`src/rtl/vga_timing_gen.sv`:
```
// vga_timing_gen: parametrised VGA raster timing with pixel-clock divider, sync decode,
// line/frame/prefetch strobes and a wrapping completed-frame counter.
module vga_timing_gen #(
  parameter int H_ACTIVE      = 640,
  parameter int H_FP          = 16,
  parameter int H_SYNC        = 96,
  parameter int H_BP          = 48,
  parameter int V_ACTIVE      = 480,
  parameter int V_FP          = 10,
  parameter int V_SYNC        = 2,
  parameter int V_BP          = 33,
  parameter int CX            = 10,
  parameter int CY            = 10,
  parameter int SYNC_POL      = 0,
  parameter int PIX_DIV       = 2,
  parameter int PREFETCH_LINE = 524,
  parameter int FRAME_BITS    = 8
) (
  input  logic                  clk,
  input  logic                  rst_n,
  input  logic                  en,
  output logic                  pix_en,
  output logic [CX-1:0]         x,
  output logic [CY-1:0]         y,
  output logic                  active,
  output logic                  hsync,
  output logic                  vsync,
  output logic                  line_start,
  output logic                  frame_start,
  output logic                  prefetch_req,
  output logic [FRAME_BITS-1:0] frame_cnt
);
  localparam int H_TOTAL = H_ACTIVE + H_FP + H_SYNC + H_BP;
  localparam int V_TOTAL = V_ACTIVE + V_FP + V_SYNC + V_BP;
  localparam int DW = PIX_DIV > 1 ? $clog2(PIX_DIV) : 1;
  localparam logic [DW-1:0] DIV_LAST = DW'(PIX_DIV - 1);
  localparam logic [CX-1:0] X_LAST = CX'(H_TOTAL - 1);
  localparam logic [CX-1:0] X_ACT = CX'(H_ACTIVE);
  localparam logic [CX-1:0] HS_BEG = CX'(H_ACTIVE + H_FP);
  localparam logic [CX-1:0] HS_END = CX'(H_ACTIVE + H_FP + H_SYNC);
  localparam logic [CY-1:0] Y_LAST = CY'(V_TOTAL - 1);
  localparam logic [CY-1:0] Y_ACT = CY'(V_ACTIVE);
  localparam logic [CY-1:0] VS_BEG = CY'(V_ACTIVE + V_FP);
  localparam logic [CY-1:0] VS_END = CY'(V_ACTIVE + V_FP + V_SYNC);
  localparam logic [CY-1:0] Y_PF = CY'(PREFETCH_LINE);
  localparam logic POL = 1'(SYNC_POL);
  logic [DW-1:0] div;
  logic          tick;
  logic [CX-1:0] nx;
  logic [CY-1:0] ny;
  // Outputs are decoded from the position the tick is about to enter.
  always_comb begin
    tick = en && div == DIV_LAST;
    nx = x == X_LAST ? '0 : x + 1'b1;
    ny = x != X_LAST ? y : y == Y_LAST ? '0 : y + 1'b1;
  end
  always_ff @(posedge clk or negedge rst_n) begin
    if (!rst_n) begin
      div          <= '0;
      x            <= X_LAST;
      y            <= Y_LAST;
      frame_cnt    <= '0;
      pix_en       <= 1'b0;
      active       <= 1'b0;
      hsync        <= ~POL;
      vsync        <= ~POL;
      line_start   <= 1'b0;
      frame_start  <= 1'b0;
      prefetch_req <= 1'b0;
    end else if (!en) begin
      div          <= '0;
      x            <= X_LAST;
      y            <= Y_LAST;
      pix_en       <= 1'b0;
      active       <= 1'b0;
      hsync        <= ~POL;
      vsync        <= ~POL;
      line_start   <= 1'b0;
      frame_start  <= 1'b0;
      prefetch_req <= 1'b0;
    end else begin
      div          <= tick ? '0 : div + 1'b1;
      pix_en       <= tick;
      line_start   <= tick && nx == '0;
      frame_start  <= tick && nx == '0 && ny == '0;
      prefetch_req <= tick && nx == '0 && ny == Y_PF;
      if (tick) begin
        x      <= nx;
        y      <= ny;
        active <= nx < X_ACT && ny < Y_ACT;
        hsync  <= (nx >= HS_BEG && nx < HS_END) ? POL : ~POL;
        vsync  <= (ny >= VS_BEG && ny < VS_END) ? POL : ~POL;
        if (nx == '0 && ny == '0) frame_cnt <= frame_cnt + 1'b1;
      end
    end
  end
endmodule

```
`config.mk`:
```
export PLATFORM = sky130hd
export DESIGN_NAME = vga_timing_gen
export DESIGN_NICKNAME = d
export VERILOG_FILES = /design/src/rtl/vga_timing_gen.sv
export SDC_FILE = /design/constraint.sdc
export NUM_CORES = 1
export LEC_CHECK = 0
export ABC_CLOCK_PERIOD_IN_PS = 5800
export CORE_UTILIZATION = 40
export DETAILED_ROUTE_END_ITERATION = 8
export GPL_TIMING_DRIVEN = 0
export PLACE_DENSITY = 0.72
export SLEW_MARGIN = 10
export SYNTH_ARGS = -nofsm -noshare
export SYNTH_HDL_FRONTEND = slang
export SYNTH_SLANG_ARGS = --single-unit
export TNS_END_PERCENT = 100
```
`constraint.sdc`:
```
create_clock -name clk -period 5.8 [get_ports clk]
set_input_delay 0.58 -clock clk [delete_from_list [all_inputs] [get_ports clk]]
set_output_delay 0.58 -clock clk [all_outputs]
set_load 0.03 [all_outputs]
```
# [After elaboration in Yosys (flattened, before gate mapping)]
# Index checks and enable logic that the tools add are counted.
[totals] reg_bits=36 out_inout_bits=35 word_cells=58
[classes] addsub=4 order_cmp=6 n_eq_ne=5 muxes=21 reduce_logical=11
[ops] op="$mux 10" n=7
[ops] op="$eq 10x10->1 const B" n=3
[ops] op="$add 10x1->10 const B" n=2
[ops] op="$logic_not 10->1" n=2
[ops] op="$lt 10x10->1 const B" n=2
[ops] op="$lt 10x9->1 const B" n=2
[ops] op="$mux 1" n=14
[ops] op="$ge 10x10->1 const B" n=1
[ops] op="$ge 10x9->1 const B" n=1
[ops] op="$ne 10x10->1 const B" n=1
[ops] op="$add 8x1->8 const B" n=1
[ops] op="$logic_and 1x1->1" n=8
[ops] op="$reduce_and 3->1" n=1
[ops] op="$ne 2x1->1 const B" n=1
[ops] op="$add 1x1->1 const B" n=1

# [Logic depth before layout (Yosys ltp)]
# Gate-level depths: netlist of the first run.
[depth] word_depth=8 depth_mapped=11

# [Least setup slack after synthesis of the first run]
# Ideal clock, no wire load.
[synth_path] path_type="register to register" startpoint="reg x[1]" endpoint="reg frame_cnt[1]" setup_ns=0.125 arrival_ns=2.790 slack_ns=2.885 stages_incl_launch_ff=9 synth_period_minus_slack_ns=2.915 cell_sequence="dfstp_2 > ha_1 > nand4_1 > nor4_1 > mux2i_1 > nand4_1 > nor4_4 > nand2_4 > mux2_4"
[synth_between] elab_chain_len=5 word_cells_on_any_way=9 classes_between="1 x add/sub; 2 x eq/ne; 2 x mux; 4 x reduce/logical"
[synth_rtl] item="start: declaration" line_no="23" source="output logic [CX-1:0] x,"
[synth_rtl] item="start signal: assignment" line_no="88" source="x <= nx;"
[synth_rtl] item="$add 10x1->10 (tied with other cells)" line_no="54" source="nx = x == X_LAST ? '0 : x + 1'b1;"
[synth_rtl] item="$mux 10, on equally long branches" line_no="54, 55"
[synth_rtl] item="$logic_not 10->1" line_no="93" source="if (nx == '0 && ny == '0) frame_cnt <= frame_cnt + 1'b1;"
[synth_rtl] item="$logic_and 1x1->1 (*)" line_no="93"
[synth_rtl] item="$reduce_and 3->1 (no source line) (*)"
[synth_rtl] item="end signal: assignment" line_no="93"
[synth_rtl] item="end: declaration" line_no="31" source="output logic [FRAME_BITS-1:0] frame_cnt"
# Mark *: on every way between the ends. The rest lies on a longest branch, timed or not.
# A chain may end at the register's enable or synchronous reset.

# [Final worst setup path of the first run]
[layout_path] startpoint="reg x[0]" endpoint="reg frame_cnt[1]"
# The elaborated chain is that of the path after synthesis.

==> results of run 1 <==
==> worst paths after layout <==
path,start,depth (start not counted),endpoint
max in group asynchronous,rst_n,1,frame_cnt[4]
worst min register to register,frame_cnt[7],1,frame_cnt[7]
worst min-delay path,rst_n,1,x[6]
worst max-delay path,x[0],8,frame_cnt[1]
worst max register to register,x[0],8,frame_cnt[1]
min in group clk,frame_cnt[7],1,frame_cnt[7]
==> critical path, delay by kind of cell (launching register included) <==
kind          cells  cell delay (ps)
simple gates      5             1640
flops             1              610
mux               2              600
fa+ha+maj         1              290
==> layout by cell type, fill, tap and decap left out, types with 2 or more instances in the layout <==
master,instances
sky130_fd_sc_hd__a211oi_1,2
sky130_fd_sc_hd__a21oi_1,13
sky130_fd_sc_hd__a22o_1,2
sky130_fd_sc_hd__a31oi_1,4
sky130_fd_sc_hd__and2_1,6
sky130_fd_sc_hd__and3_1,8
sky130_fd_sc_hd__and4_1,3
sky130_fd_sc_hd__buf_2,3
sky130_fd_sc_hd__buf_6,2
sky130_fd_sc_hd__clkbuf_1,11
sky130_fd_sc_hd__clkbuf_8,5
sky130_fd_sc_hd__clkdlybuf4s50_1,36
sky130_fd_sc_hd__dfrtp_1,24
sky130_fd_sc_hd__dfstp_2,12
sky130_fd_sc_hd__ha_1,4
sky130_fd_sc_hd__inv_1,8
sky130_fd_sc_hd__nand2_1,20
sky130_fd_sc_hd__nand2b_1,4
sky130_fd_sc_hd__nand3_1,18
sky130_fd_sc_hd__nand4_1,9
sky130_fd_sc_hd__nor2_1,13
sky130_fd_sc_hd__nor2b_1,3
sky130_fd_sc_hd__nor3_1,5
sky130_fd_sc_hd__nor4_1,9
sky130_fd_sc_hd__nor4b_1,4
sky130_fd_sc_hd__o211a_1,3
sky130_fd_sc_hd__o21a_1,2
sky130_fd_sc_hd__o21ai_0,14
sky130_fd_sc_hd__o31ai_1,3
sky130_fd_sc_hd__or4_1,2
sky130_fd_sc_hd__xnor2_1,14
==> per-layer routing <==
metal	global-route usage [%]	vias up	share of wire, %	routed length [um]
li1	-	1007	-	-
met4	8.11	0	1.8	100
met5	0	-	0	0
met2	27.7	81	44	2400
met3	4.64	12	5.6	311
met1	29.7	977	49	2700
==> sequential cells by signal, summed over array words and instances (netlist names) <==
signal        flops
hsync             1
vsync             1
pix_en            1
prefetch_req      1
div               1
active            1
line_start        1
frame_start       1
x                10
y                10
frame_cnt         8
==> final cells by class <==
| type | count | area [sq um] | area share [%] |
|---|---|---|---|
| clock inverter | 3 | 42.5 | 1.51 |
| timing repair buffer | 37 | 365 | 13.0 |
| multi-input combinational | 189 | 1230 | 43.7 |
| tap | 70 | 87.6 | 3.11 |
| buffer | 16 | 77.6 | 2.75 |
| sequential | 36 | 916 | 32.5 |
| clock buffer | 5 | 68.8 | 2.44 |
| inverter | 8 | 30.0 | 1.07 |
==> per-stage QoR <==
stage / utilization [%] / hold slack (ps)
2_1_floorplan: - / 284
3_3_place_gp: 51.4 / 460
3_5_place_dp: 51.4 / 467
4_1_cts: 53.5 / 387
5_1_grt: 53.5 / 427
6_report: 53.5 / 361
==> where the power goes <==
group	total [mW]	internal, mW	switching, mW
Clock	0.225	0.127	0.0974
Sequential	0.283	0.269	0.0144
Combinational	0.234	0.0869	0.147
==> cells by family (layout without fill, tap and decap cells) <==
family,Yosys count,after routing,synth area share (%)
simple gates,114,114,29.6
buf+inv,24,69,4.77
fa+ha+maj,4,4,2.22
flops,36,36,40.6
compound gates,54,54,15.8
xor+xnor,15,15,5.83
mux,2,2,1.11
==> results.txt, run 1 <==
- The flow ran to the end, and the final reports show no timing, DRC or antenna violations.
- After clock tree synthesis, the repair step resized 0 gates.
* Number of unique standard cell types used by synthesis: 54
* Relative area change from synthesis to final layout: 25.0%
* Pwr/cell area: 263 mW/mm^2
* Worst slew margin: 47.1%
* CTS tree: built
- Critical Path, Cell by Cell: ha_1 -> nand4_1 -> nor4_1 -> mux2i_1 -> nand4_1 -> nor4_4 -> nand2_4 -> mux2_4
- Crit-path max cell delay: 610 ps
- Critical-path top delay cell: sky130_fd_sc_hd__dfstp_2
- For the final database, setup skew stands at 3.32 ps.
- Row Count: 26
- Sequential-to-total area share from yosys stat: 40.6%
- The tree is rooted in a sky130_fd_sc_hd__clkbuf_8.
* DR vias/cell: 5.71
* Via count of the first global-routing pass: 1839
* Net count after synthesis: 256
* Share of the synthesized area in the top cell type: 26.7%
* Height of the die: 77.1 um
- Dpl cell area: 0.00271 sq mm
- Buffers inserted to repair hold after CTS numbered 0.
* Setup slack on the worst flop-to-flop path: 2520 ps
- The final route contains 2077 vias.
- Summed over all cells, the static leakage comes to 1.15 nW.
- DRC violations left: 0
* Critical path class: reg -> reg
- Initial core utilization: 42.8%
- Number of pins exceeding their max-slew limit in the final report: 0
- Timing would allow up to 305 MHz.
- Adding up every negative setup slack in the final design gives 0 ps.
* Portion of the clock cycle consumed by the worst path in the final layout: 56.5%
- Slew at the pin with the worst max-slew slack: 793 ps
- Clock sinks: 36
- In the post-synthesis netlist, the cell with the most instances is sky130_fd_sc_hd__dfrtp_1.
- Port buffering added 37 buffers.
- Pin count of the biggest net entering global routing: 37
- Arrival time at the worst endpoint: 3460 ps
* Drt total wl: 5.51 mm
- I/O pin count: 38
- The repair_antennas step left the layout with diodes totalling 0.
* Worst hold-check path type: in -> async
- In this run the remaining antenna-violating nets after routing total 0.
* Die Span X: 77.1 um
- Detailed-router iteration count before antenna repair: 5
- The initial antenna violation count came to 0.
- Fill cell instance count of the final layout: 494
* Cell type with the highest occurrence count on the critical path: sky130_fd_sc_hd__nand4_1
- Of all nets on the critical path, the largest fanout is 8.
- Clock latency on the worst-skew pair, taken at its later pin, is 290 ps.
- A synthesized cell averages 9.05 sq um.
* Worst Path Required: 5980 ps
- The clock passes through at most 2 buffers.
- Ranking of synthesized cells by instance count: sky130_fd_sc_hd__dfrtp_1 (24), sky130_fd_sc_hd__nand2_1 (20), sky130_fd_sc_hd__nand3_1 (18)
* RSZ-0062 raised after global routing: no
* Number of flip-flops and latches in the synthesized netlist: 36
- Clock slew seen by the registers of the worst setup and hold paths: 80 ps
- Iteration-0 DRC count of the detailed router: 239
* Number of buffers inserted to repair setup after CTS: 0
* Cell taking the most area after synthesis: sky130_fd_sc_hd__dfrtp_1
* Number of max-capacitance violations reported: 0
- Buffers inserted during clock tree synthesis total 5.
- At the end of routability-driven placement, the weighted congestion stood at 0.898.
- Overall power consumption after layout is estimated at 742 uW.
- Die footprint: 0.00594 sq mm
- In this run, placement finished with an instance count of 356.
- Synthesis handed over a netlist of 249 instances.
- By area the synthesized netlist is led by sky130_fd_sc_hd__dfrtp_1 (27%), sky130_fd_sc_hd__dfstp_2 (14%), sky130_fd_sc_hd__xnor2_1 (5.4%).
* Depth of the CTS H-tree: 2
- Final setup viols: 0
- STA classifies the critical path endpoint as a flop.
- The worst setup path is launched from a flop.
- Dividing the detail-routed wire length by the instance count gives 15.1 um.
- Global routing used 20.0% of the available tracks across all layers.
- After global routing the overflow that remains totals 0.
- Number of synthesized flops with an enable pin: 0
* Post-route cell area: 0.00282 sq mm
* Final std cells w/o fill: 364
- The core region is 0.00527 sq mm.
- Global-route wire length before repair: 9.27 mm
- At the placement stage, the worst setup path has a slack of 2570 ps.
- At the end of the flow, the number of nets in the layout was 300.
- Crit path time final: 3280 ps
- Final worst slack: 2520 ps
- Fraction of registers with async set/reset: 100%
- Post-synth top flop: sky130_fd_sc_hd__dfrtp_1
* Final count of hold timing violations: 0
* Count of synthesis-stage warnings from yosys: 0
- Total standard cell area after synthesis: 0.00225 sq mm
- VDD sags by at most 0.000120 V.
- The HPWL after detailed placement is 3.87 mm.
- Share of layout cells above drive strength 1: 11.6%
No activity file was read; power rests on OpenSTA's default activity.
==> run 2: changes to the inputs <==
--- a/config.mk
+++ b/config.mk
@@ -5,7 +5,7 @@
 export SDC_FILE = /design/constraint.sdc
 export NUM_CORES = 1
 export LEC_CHECK = 0
-export ABC_CLOCK_PERIOD_IN_PS = 5800
+export ABC_CLOCK_PERIOD_IN_PS = 3300
 export CORE_UTILIZATION = 40
 export DETAILED_ROUTE_END_ITERATION = 8
 export GPL_TIMING_DRIVEN = 0
==> constraint.sdc (replaced) <==
create_clock -name clk -period 3.3 [get_ports clk]
set_input_delay 0.33 -clock clk [delete_from_list [all_inputs] [get_ports clk]]
set_output_delay 0.33 -clock clk [all_outputs]
set_load 0.03 [all_outputs]
==> run 2 against run 1 <==
Against the previous run:
- combinational power increased by 79%
- utilization up 0.36 points
- sequential share of layout area decreased by 0.22 points
- hold slack worse by 260 ps
- highest routed layer unchanged
- critical endpoint unchanged
- first-iteration DRC count rose by 14%
==> results.txt, run 2 (same netlist as run 1, synthesis figures left out) <==
- Result of the run: complete, no violations
* Routing layer with the top usage in global route: met1
- Drt total wl: 5.58 mm (+1.3%)
- The worst register-to-register path begins at x[1].
* WL per Instance: 15.2 um (+0.70%)
- The floorplan die area was 0.00594 sq mm (unchanged).
- Crit path time final: 3100 ps (-180 ps)
- Cell type with the highest occurrence count on the critical path: sky130_fd_sc_hd__nand4_1
- The clock buffer count from CTS is 5 (unchanged).
- Flip-flop and latch area: 916 sq um (unchanged)
- The source-to-sink clock delay at the later pin of the worst-skew pair was 300 ps (about the same).
- The die width is 77.1 um (unchanged).
* Total half-perimeter wirelength after legalization and detailed placement: 3.87 mm (unchanged)
- Initial antenna violation count: 0 (unchanged)
- Core Area: 0.00527 sq mm (unchanged)
- Post-CTS resize count: 0 (unchanged)
- Relative to the synthesized area, the layout overhead comes to 25.9%.
- The maximum achievable frequency is 323 MHz (+5.8%).
* Max FO, Critical Path: 8 (unchanged)
- The remaining antenna violation count came to 0 (unchanged).
- Destination of the worst register-to-register timing path: frame_cnt[1]
* Critical Path End Type: flop
- Global-route wire length before repair: 9.27 mm (unchanged)
- The final number of hold-violating endpoints was 0 (unchanged).
* Combined global-route utilization of all metal layers: 20.0% (unchanged)
* Critical-path top delay cell: sky130_fd_sc_hd__dfstp_2
- Number of buffers inserted by port buffering: 37 (unchanged)
* Initial core utilization: 42.8% (unchanged)
- Met2 GRT Util: 27.7% (unchanged)
- Dominant delay contributor by cell family on the critical path: simple AND/OR/NAND/NOR gates
- The final cell utilization of the core was 53.8% (+0.36 points).
- The post-route worst setup slack was 204 ps (-2320 ps).
- Setup WS pre-CTS: 71.4 ps (-2500 ps)
- Number of cells traversed by the worst register-to-register path: 9 (+1)
- Leakage power of the design: 1.16 nW (+1.2%)
- The portion of the clock cycle consumed by the worst path in the final layout is 93.8% (+37 points).
- The first-iteration detailed-routing DRC count was 273 (+14%).
* Clock sinks: 36 (unchanged)
* Top Registers: x (10), y (10), frame_cnt (8)
- The total negative slack came to 0 ps (unchanged).
- Fill cell instance count of the final layout: 488 (-1.2%)
* Most common library cell in the layout ignoring fill and taps: sky130_fd_sc_hd__clkdlybuf4s50_1
- The vias after detailed routing was 2089 (+0.58%).
- The final layout net count was 302 (+0.67%).
* Row Count: 26 (unchanged)
- The total count of max-transition violations in the final report came to 0 (unchanged).
- Antenna diode instance count: 0 (unchanged)
- Number of max-capacitance violations reported: 0 (unchanged)
* Sum of internal, switching and leakage power: 1.32 mW (+78%)
* Commonest cells after routing, fill and taps aside: sky130_fd_sc_hd__clkdlybuf4s50_1 (36), sky130_fd_sc_hd__dfrtp_1 (24), sky130_fd_sc_hd__nand2_1 (20)
- Crit-path max cell delay: 610 ps (about the same)
* Slew at the pin with the worst max-slew slack: 792 ps (-1.17 ps)
- GP Congestion: 0.898 (unchanged)
- The worst slew slack as a fraction of its limit came to 47.2% (+0.078 points).
- I/O pin count: 38 (unchanged)
* Critical path class: reg -> reg
* Critical Path, Cell by Cell: ha_1 -> nand4_1 -> nor4_1 -> mux2i_1 -> nand4_1 -> nor4_4 -> buf_4 -> nand2_4 -> mux2_4
- TritonCTS built the clock tree.
- CTS Buffer Depth: 2 (unchanged)
* RSZ-0062 raised after global routing: no
- Height of the die: 77.1 um (unchanged)
- The routing usage on met3 came to 4.64% (unchanged).
- Grt total ovfl: 0 (unchanged)
- Buffers and inverters on the worst path: 1 (+1)
- VDD IR max: 0.000216 V (+81%)
- Setup slack on the worst flop-to-flop path: 200 ps (-2320 ps)
- Skew final: 3.97 ps (+0.652 ps)
- Pwr/cell area: 464 mW/mm^2 (+76%)
- Share of layout cells above drive strength 1: 12.5% (+0.94 points)
- The count of endpoints failing setup in the final report was 0 (unchanged).
- The largest net degree at the start of global routing was 37 (unchanged).
- Detailed-router iteration count before antenna repair: 4 (-1)
- Root buffer cell: sky130_fd_sc_hd__clkbuf_8
- The via count of the first global-routing pass is 1839 (unchanged).
- Met1 usage: 29.7% (unchanged)
- DRC violations left: 0 (unchanged)
* Combined area of the multi-input logic cells: 0.00123 sq mm (unchanged)
* Startpoint types: flop
- The register clock-pin slew on the reported worst setup and hold paths came to 80 ps (about the same).
- The data arrival at the endpoint of the critical path is 3280 ps (-180 ps).
* Worst Path Required: 3490 ps (-2490 ps)
- Depth of the CTS H-tree: 2 (unchanged)
- The path class of the tightest hold or removal check is in -> async.
- DR vias/cell: 5.71 (about the same)
run 2: changes by cell type in the layout (fill, tap and decap cells not counted):
cell / before / now
sky130_fd_sc_hd__buf_4: 0 / 3
sky130_fd_sc_hd__buf_1: 1 / 0
run 2: cell type report:
cell class | count | share of cell area [%]
Clock inverter | 3 | 1.50
Sequential cell | 36 | 32.3
Clock buffer | 5 | 2.43
Tap cell | 70 | 3.09
Multi-Input combinational cell | 189 | 43.4
Timing Repair Buffer | 40 | 13.7
Buffer | 15 | 2.60
Inverter | 8 | 1.06
run 2: what timing repair did:
| item | CTS | global route |
|---|---|---|
| endpoints found under the setup margin | 0 | 9 |
| hold buffers | 0 | 0 |
| setup buffers | 0 | 3 |
run 2: how the worst max path moves through the flow:
stage / from / endpoint / cells past startpoint
global placement: x[1] / frame_cnt[1] / 8
detailed placement: x[1] / frame_cnt[1] / 8
finish: x[1] / frame_cnt[1] / 9
CTS: x[1] / frame_cnt[1] / 8
floorplan: x[1] / frame_cnt[1] / 8
global route: x[1] / frame_cnt[1] / 9
run 2: power by group:
group          internal, mW  switching (mW)
Clock                 0.224           0.176
Combinational         0.160           0.260
Sequential            0.472          0.0251
Total                 0.856           0.461
run 2: per-stage QoR:
stage	std cells	hold WS, ps	cell area (sq um)
finish	366	104	2840
global route	366	177	2840
CTS	364	137	2820
detailed placement	356	462	2710
global placement	356	460	2710
floorplan	249	34.4	2250
run 2: metal layers:
metal | routed length (um) | part of all wire, % | up-vias
met3 | 322 | 5.8 | 10
li1 | - | - | 1009
met4 | 111 | 2.0 | 0
met5 | 0 | 0 | -
met1 | 2700 | 48 | 995
met2 | 2450 | 44 | 75
